==> src/rtl/bounded_coord_counter.sv <==
// Bounded up/down/load coordinate counter with wrap-or-saturate bounds and terminal-count flags.
// Optional step prescaler is built only when STEP_PRESCALE_EN is defined.
module bounded_coord_counter #(
  parameter int unsigned WIDTH   = 8,
  parameter int unsigned MIN_VAL = 0,
  parameter int unsigned MAX_VAL = 8,
  parameter int unsigned RST_VAL = 0,
  parameter int unsigned DIV     = 4
) (
  input  logic             clk,
  input  logic             reset,
  input  logic             UP,
  input  logic             DW,
  input  logic             LD,
  input  logic [WIDTH-1:0] D,
  input  logic             step,
  input  logic             wrap,
  output logic [WIDTH-1:0] Q,
  output logic             UTC,
  output logic             DTC,
  output logic             WRP
);

  localparam logic [WIDTH-1:0] MIN_Q = WIDTH'(MIN_VAL);
  localparam logic [WIDTH-1:0] MAX_Q = WIDTH'(MAX_VAL);
  localparam logic [WIDTH-1:0] RST_Q = WIDTH'(RST_VAL);

  logic             count_en;
  logic [WIDTH-1:0] q_next;
  logic             wrp_next;

`ifdef STEP_PRESCALE_EN
  localparam bit          PRESCALE = 1'b1;
  localparam int unsigned PW       = (DIV > 2) ? $clog2(DIV) : 1;
  localparam logic [PW-1:0] PRE_LAST = PW'(DIV - 1);

  logic [PW-1:0] pre_cnt;

  // Strobe fires on the DIV-th step-high cycle; a load restarts the count.
  assign count_en = step && (pre_cnt == PRE_LAST);

  always_ff @(posedge clk or negedge reset) begin
    if (!reset)              pre_cnt <= '0;
    else if (LD || count_en) pre_cnt <= '0;
    else if (step)           pre_cnt <= pre_cnt + PW'(1);
  end
`else
  localparam bit PRESCALE = 1'b0;

  assign count_en = step;
`endif

  if (MIN_VAL >= MAX_VAL) begin : g_bad_range
    $error("bounded_coord_counter: MIN_VAL must be below MAX_VAL");
  end
  if ((MAX_VAL >> WIDTH) != 0) begin : g_bad_max
    $error("bounded_coord_counter: MAX_VAL does not fit in WIDTH bits");
  end
  if (RST_VAL < MIN_VAL || RST_VAL > MAX_VAL) begin : g_bad_rst
    $error("bounded_coord_counter: RST_VAL outside [MIN_VAL, MAX_VAL]");
  end
  if (PRESCALE && DIV < 2) begin : g_bad_div
    $error("bounded_coord_counter: DIV must be at least 2");
  end

  always_comb begin
    q_next   = Q;
    wrp_next = 1'b0;
    if (LD) begin
      // Comparisons written inclusively so a zero bound never forms a constant compare.
      if (D >= MAX_Q)      q_next = MAX_Q;
      else if (D <= MIN_Q) q_next = MIN_Q;
      else                 q_next = D;
    end else if (count_en && (UP ^ DW)) begin
      if (UP) begin
        if (Q == MAX_Q) begin
          if (wrap) begin
            q_next   = MIN_Q;
            wrp_next = 1'b1;
          end
        end else begin
          q_next = Q + WIDTH'(1);
        end
      end else begin
        if (Q == MIN_Q) begin
          if (wrap) begin
            q_next   = MAX_Q;
            wrp_next = 1'b1;
          end
        end else begin
          q_next = Q - WIDTH'(1);
        end
      end
    end
  end

  always_ff @(posedge clk or negedge reset) begin
    if (!reset) begin
      Q   <= RST_Q;
      WRP <= 1'b0;
    end else begin
      Q   <= q_next;
      WRP <= wrp_next;
    end
  end

  assign UTC = (Q == MAX_Q);
  assign DTC = (Q == MIN_Q);

endmodule

==> config.mk <==
export PLATFORM = sky130hd
export DESIGN_NAME = bounded_coord_counter
export DESIGN_NICKNAME = d
export VERILOG_FILES = /design/src/rtl/bounded_coord_counter.sv
export SDC_FILE = /design/constraint.sdc
export NUM_CORES = 1
export LEC_CHECK = 0
export CORE_AREA = 2 2 45 47
export CTS_CLUSTER_DIAMETER = 60
export DETAILED_ROUTE_END_ITERATION = 12
export DIE_AREA = 0 0 47 49
export PLACE_DENSITY = 0.8
export SYNTH_ARGS = -nofsm -noshare
export SYNTH_HDL_FRONTEND = slang
export SYNTH_SLANG_ARGS = --single-unit
==> constraint.sdc <==
create_clock -name clk -period 3.64 [get_ports clk]
set_input_delay 0.364 -clock clk [delete_from_list [all_inputs] [get_ports clk]]
set_output_delay 0.364 -clock clk [all_outputs]
set_load 0.1 [all_outputs]
Word level (Yosys, flattened, before mapping)
Index checks and enable logic that the tools add are counted.
- bits in registers: 9
- input port bits: 15
- logic and storage cells: 29
- order comparisons: 2
- equality and inequality tests: 3
- add/sub/neg operators: 2
- multiplexer cells: 15
- reduce and logical (&&, ||, !) cells: 4
- bitwise logic cells: 1
- operators by type and width (kind ; count):
    two-way mux 8 bit ; 9
    adder 8 x 1 -> 8 bit (second input constant) ; 1
    == test 8 x 4 -> 1 bit (second input constant) ; 1
    >= comparator 8 x 4 -> 1 bit (second input constant) ; 1
    less-or-equal comparator 8 x 1 -> 1 bit (second input constant) ; 1
    zero test 8 bit ; 1
    != test 4 bit (second input constant) ; 2
    subtractor 8 x 1 -> 8 bit (second input constant) ; 1
    two-way mux 1 bit ; 6
    AND reduction 3 bit ; 1
    nonzero test 2 bit ; 1
    logical AND 1 bit ; 1
    XOR 1 bit ; 1

Logic depth before layout (Yosys ltp)
Gate-level depths: netlist (run 1).
- word-level depth: 5
- gate-level depth with buffers: 8
- depth with buffers taken out: 7

Least setup slack after synthesis (run 1)
Ideal clock, no wire load.
- path kind: reg2out
- start point: register Q[0]
- end point: output DTC
- cell stages (with the launch flop): 6
- buffers on the path: 0
- data arrival time: 2807 ps
- data required time: 3276 ps
- slack: 469 ps
- cells stage by stage: dfrtp_1 -> inv_1 -> ha_1 -> nor2b_1 -> nand2_1 -> nor2_1
- word-level cells in the longest chain between the ends: 1
- RTL lines (element ; RTL line ; text):
    from (decl) ; 18 ; output logic [WIDTH-1:0] Q,
    from (signal assigned) ; 102 ; Q <= q_next;
    zero test 8 bit ; 108 ; assign DTC = (Q == MIN_Q);
    to (decl) ; 20 ; output logic DTC,
Every way passes these cells.

Final worst setup path (run 1)
- start point: register Q[3]
- end point: output Q[3]
No word-level cell between the ends.

==> results of run 1 <==
[registers in the layout (all words and copies together) (netlist names)]
signal / cells
WRP: 1
Q: 8
[cells by family (layout without fill, tap and decap cells)]
kind of cell    after synthesis  in the layout
fa+ha+maj                     3              3
flops                         9              9
simple gates                 49             49
xor+xnor                      3              3
mux                           3              3
compound gates               25             25
buf+inv                      11             33
[layout make-up]
| type | count | area [um2] |
|---|---|---|
| fill | 170 | 729 |
| multi-input combinational | 83 | 567 |
| sequential | 9 | 225 |
| tap | 27 | 33.8 |
| clock buffer | 4 | 26.3 |
| timing repair buffer | 25 | 245 |
| inverter | 4 | 15.0 |
[per-stage QoR]
step / utilization (%) / total power [mW] / hold slack [ps] / cells
after global placement: 59.0 / 0.594 / 612 / 148
after detailed placement: 59.0 / 0.597 / 605 / 148
after global routing: 60.4 / 0.718 / 430 / 152
after CTS: 60.4 / 0.682 / 407 / 152
final: 60.4 / 0.685 / 392 / 152
after floorplan: - / 0.502 / 68.4 / 103
[per-layer routing]
layer  up-vias  GRT usage (%)  wire length (um)
li1        430              -                 -
met1       413           28.3               921
met2        51           32.9              1040
met3         3           5.19               181
met4         0           7.87                28
met5         -              0                 0
[power by group through the flow]
stage	logic [mW]	clock network (mW)	registers [mW]
6_report	0.440	0.0843	0.160
5_1_grt	0.463	0.0913	0.164
4_1_cts	0.438	0.0851	0.159
3_5_place_dp	0.436	0	0.160
3_3_place_gp	0.434	0	0.161
2_1_floorplan	0.254	0	0.247
[Yosys cell counts, drive strengths merged, types with 2 or more instances]
master	instances	area (um2)
nand2	11	41.3
dfrtp	9	225
nor2	8	30.0
nor3	7	40.0
nand3	6	30.0
o21ai	6	30.0
a21oi	4	20.0
a31oi	4	40.0
buf	4	32.5
inv	4	15.0
clkbuf	3	11.3
ha	3	37.5
nor4	3	40.0
and3	2	12.5
mux2i	2	20.0
nand2b	2	12.5
nand4	2	12.5
xor2	2	17.5
[worst max path at each step]
| stage | depth (start not counted) | from | slack (ps) | endpoint |
|---|---|---|---|---|
| after floorplan | 5 | Q[0] | 470 | DTC |
| after global placement | 6 | LD | 1280 | Q[3] |
| after detailed placement | 6 | LD | 1270 | Q[3] |
| after CTS | 1 | Q[3] | 1170 | Q[3] |
| after global routing | 1 | Q[3] | 1100 | Q[3] |
| final | 1 | Q[3] | 1150 | Q[3] |
==> impl_metrics.py, run 1 <==
metrics = {
    "clock_network": {
        "post_cts_buffers": 0,
        "cts_resized": 0,
        "cts.clk_slew.worst_paths_ps": 60,
        "hold_buffers": 0,
        "cts_root_buf": "clkbuf_4",
        "cts_sinks": 9,
        "numCtsBuffers": 3,
        "clk_latency_ps": 280,
        "clockBufferDepth": 2,
        "cts_tree": "yes",
        "htree_levels": 1,
    },
    "global_routing": {
        "grt_pass1_vias": 814,
        "grt_pass1_wl_um": 3590,
        "grt_overflow": 0,
        "grt_max_degree": 17,
        "grt_antenna_before_repair": 0,
        "track_usage_pct": 21.4,
    },
    "pwr": {
        "switching_share_pct": 58.0,
        "seq_power_share_pct": 23.4,
        "vdd_drop_max_uv": 405,
        "combPwrFrac_pct": 64.3,
        "leakage_nw": 0.454,
        "power.switching_mw": 0.397,
        "power.density_nw_per_um2": 616,
        "clkPwrFrac_pct": 12.3,
        "p_int_mw": 0.287,
    },
    "setup_path": {
        "crit_family": "buffers and inverters",
        "worstSetupStartpointType": "register",
        "path_cells": "clkdlybuf4s50_1",
        "crit_buf_inv": 1,
        "timing.rr.end": "Q[3]",
        "cp_slowest_cell": "clkdlybuf4s50_1",
        "critPathMaxFanout": 14,
        "rrSetupSlack_ps": 1660,
        "ff2ff_path_depth": 7,
        "r2r_start": "Q[0]",
        "cp_data_arrival_time_ps": 2120,
        "slowest_delay_ps": 1220,
        "critPathCaptureType": "primary output",
        "critPathRequiredTime_ps": 3280,
        "critPathKind": "reg -> out",
    },
    "finish": {
        "nets": 144,
        "final_cell_mix": "clkdlybuf4s50_1 (23), nand2_1 (11), dfrtp_1 (9)",
        "antenna_cells": 0,
        "drive_above_1_share_pct": 9.60,
        "syn_to_final_growth_pct": 30.7,
        "mostFrequentLayoutCell": "clkdlybuf4s50_1",
        "final_cell_area_um2": 1110,
    },
    "floorplan": {
        "die-height_um": 49,
        "placeableCoreArea_um2": 1840,
        "start_util_pct": 46.2,
        "die_area_um2": 2300,
        "rows": 16,
        "ios": 26,
        "die_x_um": 47,
    },
    "route": {
        "routed_via_density": 5.90,
        "wl_per_cell_um": 14.3,
        "wirelength_um": 2170,
        "dr.pass1.iters": 4,
        "vias": 897,
        "drc_errors": 0,
        "ant_nets": 0,
        "drtIter0Drc": 23,
    },
    "timing": {
        "slew_headroom_pct": 35.1,
        "rsz0062_at_grt": "no",
        "post-route-period-util_pct": 68.3,
        "fin_setup_tns_ps": 0,
        "min_period_ps": 2490,
        "fmax_ghz": 0.402,
        "worst_slack_ps": 1150,
        "hold_violations": 0,
        "tightest_slew_ps": 970,
        "setup_viol": 0,
        "skew_ps": 0.394,
        "slew_violations": 0,
    },
    "synth": {
        "yosys_most_used_dff": "dfrtp_1",
        "synth-seq-cells": 9,
        "synth_top_family_by_area": "simple AND/OR/NAND/NOR gates",
        "synth_cell_types": 44,
        "synth_compound_area_share_pct": 22.1,
        "seq_area_frac_synth_pct": 26.5,
        "yosys.area_share.adder_pct": 4.41,
        "synth-simple-area-share_pct": 33.4,
        "synth-xor-area-share_pct": 3.09,
        "synth_area_um2": 851,
        "synth_edf_count": 0,
        "syn_inst": 103,
        "synthesis.nets": 121,
        "muxShareOfSynthArea_pct": 3.68,
        "synth_warnings": 0,
        "avgSynthCellArea_um2": 8.26,
        "synthArstFlopShare_pct": 100,
    },
    "placement": {
        "place_area_um2": 1090,
        "gp_congestion": 0.939,
        "dpl.hpwl_um": 1640,
        "dp_worst_setup_slack_ps": 1270,
        "portBuffers": 25,
    },
    "flow_run": {
        "cap_violations": 0,
    },
    "min_path": {
        "hold_class": "in -> async",
    },
    "status": {
        "status": "completed",
    },
}
No activity file was read; power rests on OpenSTA's default activity.
==> inputs of run 2 (changes only) <==
CORE_AREA = 2 2 47 49   (was 2 2 45 47)
DIE_AREA = 0 0 49 51   (was 0 0 47 49)
PLACE_DENSITY = 0.74   (was 0.8)
clock period = 2.56 ns   (was 3.64 ns; I/O delays follow)
==> impl_metrics.py, run 2 (synthesis gave the netlist of run 1 again) <==
metrics = {
    "route": {
        "wl_per_cell_um": 15.0,
        "drc_errors": 0,
        "wirelength_um": 2330,
        "dr.pass1.iters": 4,
        "vias": 910,
        "ant_nets": 0,
        "routed_via_density": 5.87,
        "drtIter0Drc": 33,
    },
    "placement": {
        "gp_congestion": 0.913,
        "place_area_um2": 1110,
        "dp.cells": 151,
        "portBuffers": 25,
        "dpl.hpwl_um": 1770,
    },
    "clock_network": {
        "cts.clk_slew.worst_paths_ps": 70,
        "cts_resized": 0,
        "cts_root_buf": "clkbuf_4",
        "cts_sinks": 9,
        "clockBufferDepth": 2,
        "numCtsBuffers": 3,
        "htree_levels": 1,
        "hold_buffers": 0,
        "cts_tree": "yes",
        "post_cts_buffers": 0,
        "clk_latency_ps": 270,
    },
    "floorplan": {
        "die_area_um2": 2500,
        "ios": 26,
        "die_x_um": 49,
        "placeableCoreArea_um2": 2060,
        "rows": 17,
        "start_util_pct": 41.2,
        "die-height_um": 51,
    },
    "setup_path": {
        "worstSetupStartpointType": "register",
        "cp_data_arrival_time_ps": 1920,
        "cp_slowest_cell": "dfrtp_1",
        "critPathKind": "reg -> out",
        "critPathMaxFanout": 7,
        "slowest_delay_ps": 450,
        "critPathRequiredTime_ps": 2300,
        "critPathCaptureType": "primary output",
        "path_cells": "inv_1, ha_1, nor2b_1, nand2_1, nor2_4, buf_12",
    },
    "global_routing": {
        "grt_max_degree": 15,
        "grt_overflow": 0,
        "grt_antenna_before_repair": 0,
        "track_usage_pct": 20.5,
        "grt_pass1_wl_um": 3870,
        "grt_pass1_vias": 886,
    },
    "timing": {
        "hold_violations": 0,
        "fmax_ghz": 0.459,
        "min_period_ps": 2180,
        "rsz0062_at_grt": "no",
        "fin_setup_tns_ps": 0,
        "setup_viol": 0,
        "tightest_slew_ps": 520,
        "slew_headroom_pct": 65.3,
        "post-route-period-util_pct": 85.1,
        "skew_ps": 5.49,
        "slew_violations": 0,
    },
    "flow_run": {
        "cap_violations": 0,
    },
    "finish": {
        "nets": 146,
        "final_cell_area_um2": 1140,
        "drive_above_1_share_pct": 18.9,
        "antenna_cells": 0,
        "regMostFlops": "Q",
        "final_util_pct": 55.2,
        "largest_reg_flops": 8,
        "mostFrequentLayoutCell": "clkdlybuf4s50_1",
        "top_regs": "Q (8), WRP (1)",
        "final_cell_mix": "clkdlybuf4s50_1 (14), nand2_1 (11), buf_4 (11)",
        "syn_to_final_growth_pct": 33.8,
        "instances_no_fill": 155,
    },
    "pwr": {
        "leakage_nw": 0.486,
        "power.density_nw_per_um2": 903,
        "vdd_drop_max_uv": 731,
        "total_power_mw": 1.03,
    },
    "status": {
        "status": "completed",
    },
    "min_path": {
        "hold_class": "in -> async",
    },
}
-- run 2: cell types whose count changed in the layout (fill, tap and decap cells not counted), sizes merged --
cell           change
buf               +11
clkdlybuf4s50      -9
-- run 2: final cells by class --
type                       count  area, um2
inverter                       4       15.0
clock buffer                   4       26.3
fill                         197        925
tap                           28       35.0
multi-input combinational     83        574
timing repair buffer          27        263
sequential                     9        225
-- run 2: power by group --
group	internal (mW)	switching (mW)	leakage (nW)
combinational	0.220	0.454	0.352
sequential	0.163	0.0700	0.120
clock	0.0604	0.0607	0.0150
-- run 2: path summary, 6_finish.rpt --
check	end	cells past startpoint	slack (ps)	start
setup / recovery	DTC	6	380	Q[0]
hold / removal	WRP	1	280	reset
setup reg to reg	Q[5]	7	530	Q[0]
hold reg to reg	Q[7]	2	630	Q[7]
max in group asynchronous	Q[0]	1	1970	reset
min in group clk	Q[2]	3	590	D[2]
-- run 2: stage by stage --
stage	worst slack, ps	hold WS [ps]
floorplan	64.4	-39.6
global placement	528	583
detailed placement	495	593
CTS	406	299
global route	217	316
finish	381	284
-- run 2: worst max-delay path, delay by kind of cell (launching register included) --
family / cells / cell delay [ps]
adders and majority gates: 1 / 170
buffers and inverters: 2 / 320
and+or+nand+nor: 3 / 710
DFF: 1 / 450
-- run 2: metal layers --
metal	part of all wire [%]	vias up	global-route usage, %
met5	0	-	0
met4	2.5	0	11.0
met3	7.8	8	4.39
met2	48	50	34.5
met1	42	419	24.6
li1	-	433	-
==> inputs of run 3 (changes only) <==
CTS_CLUSTER_SIZE = 16   (was unset)
==> results of run 3 <==
No change in the layout: final DEF, timing and power equal those of run 2.
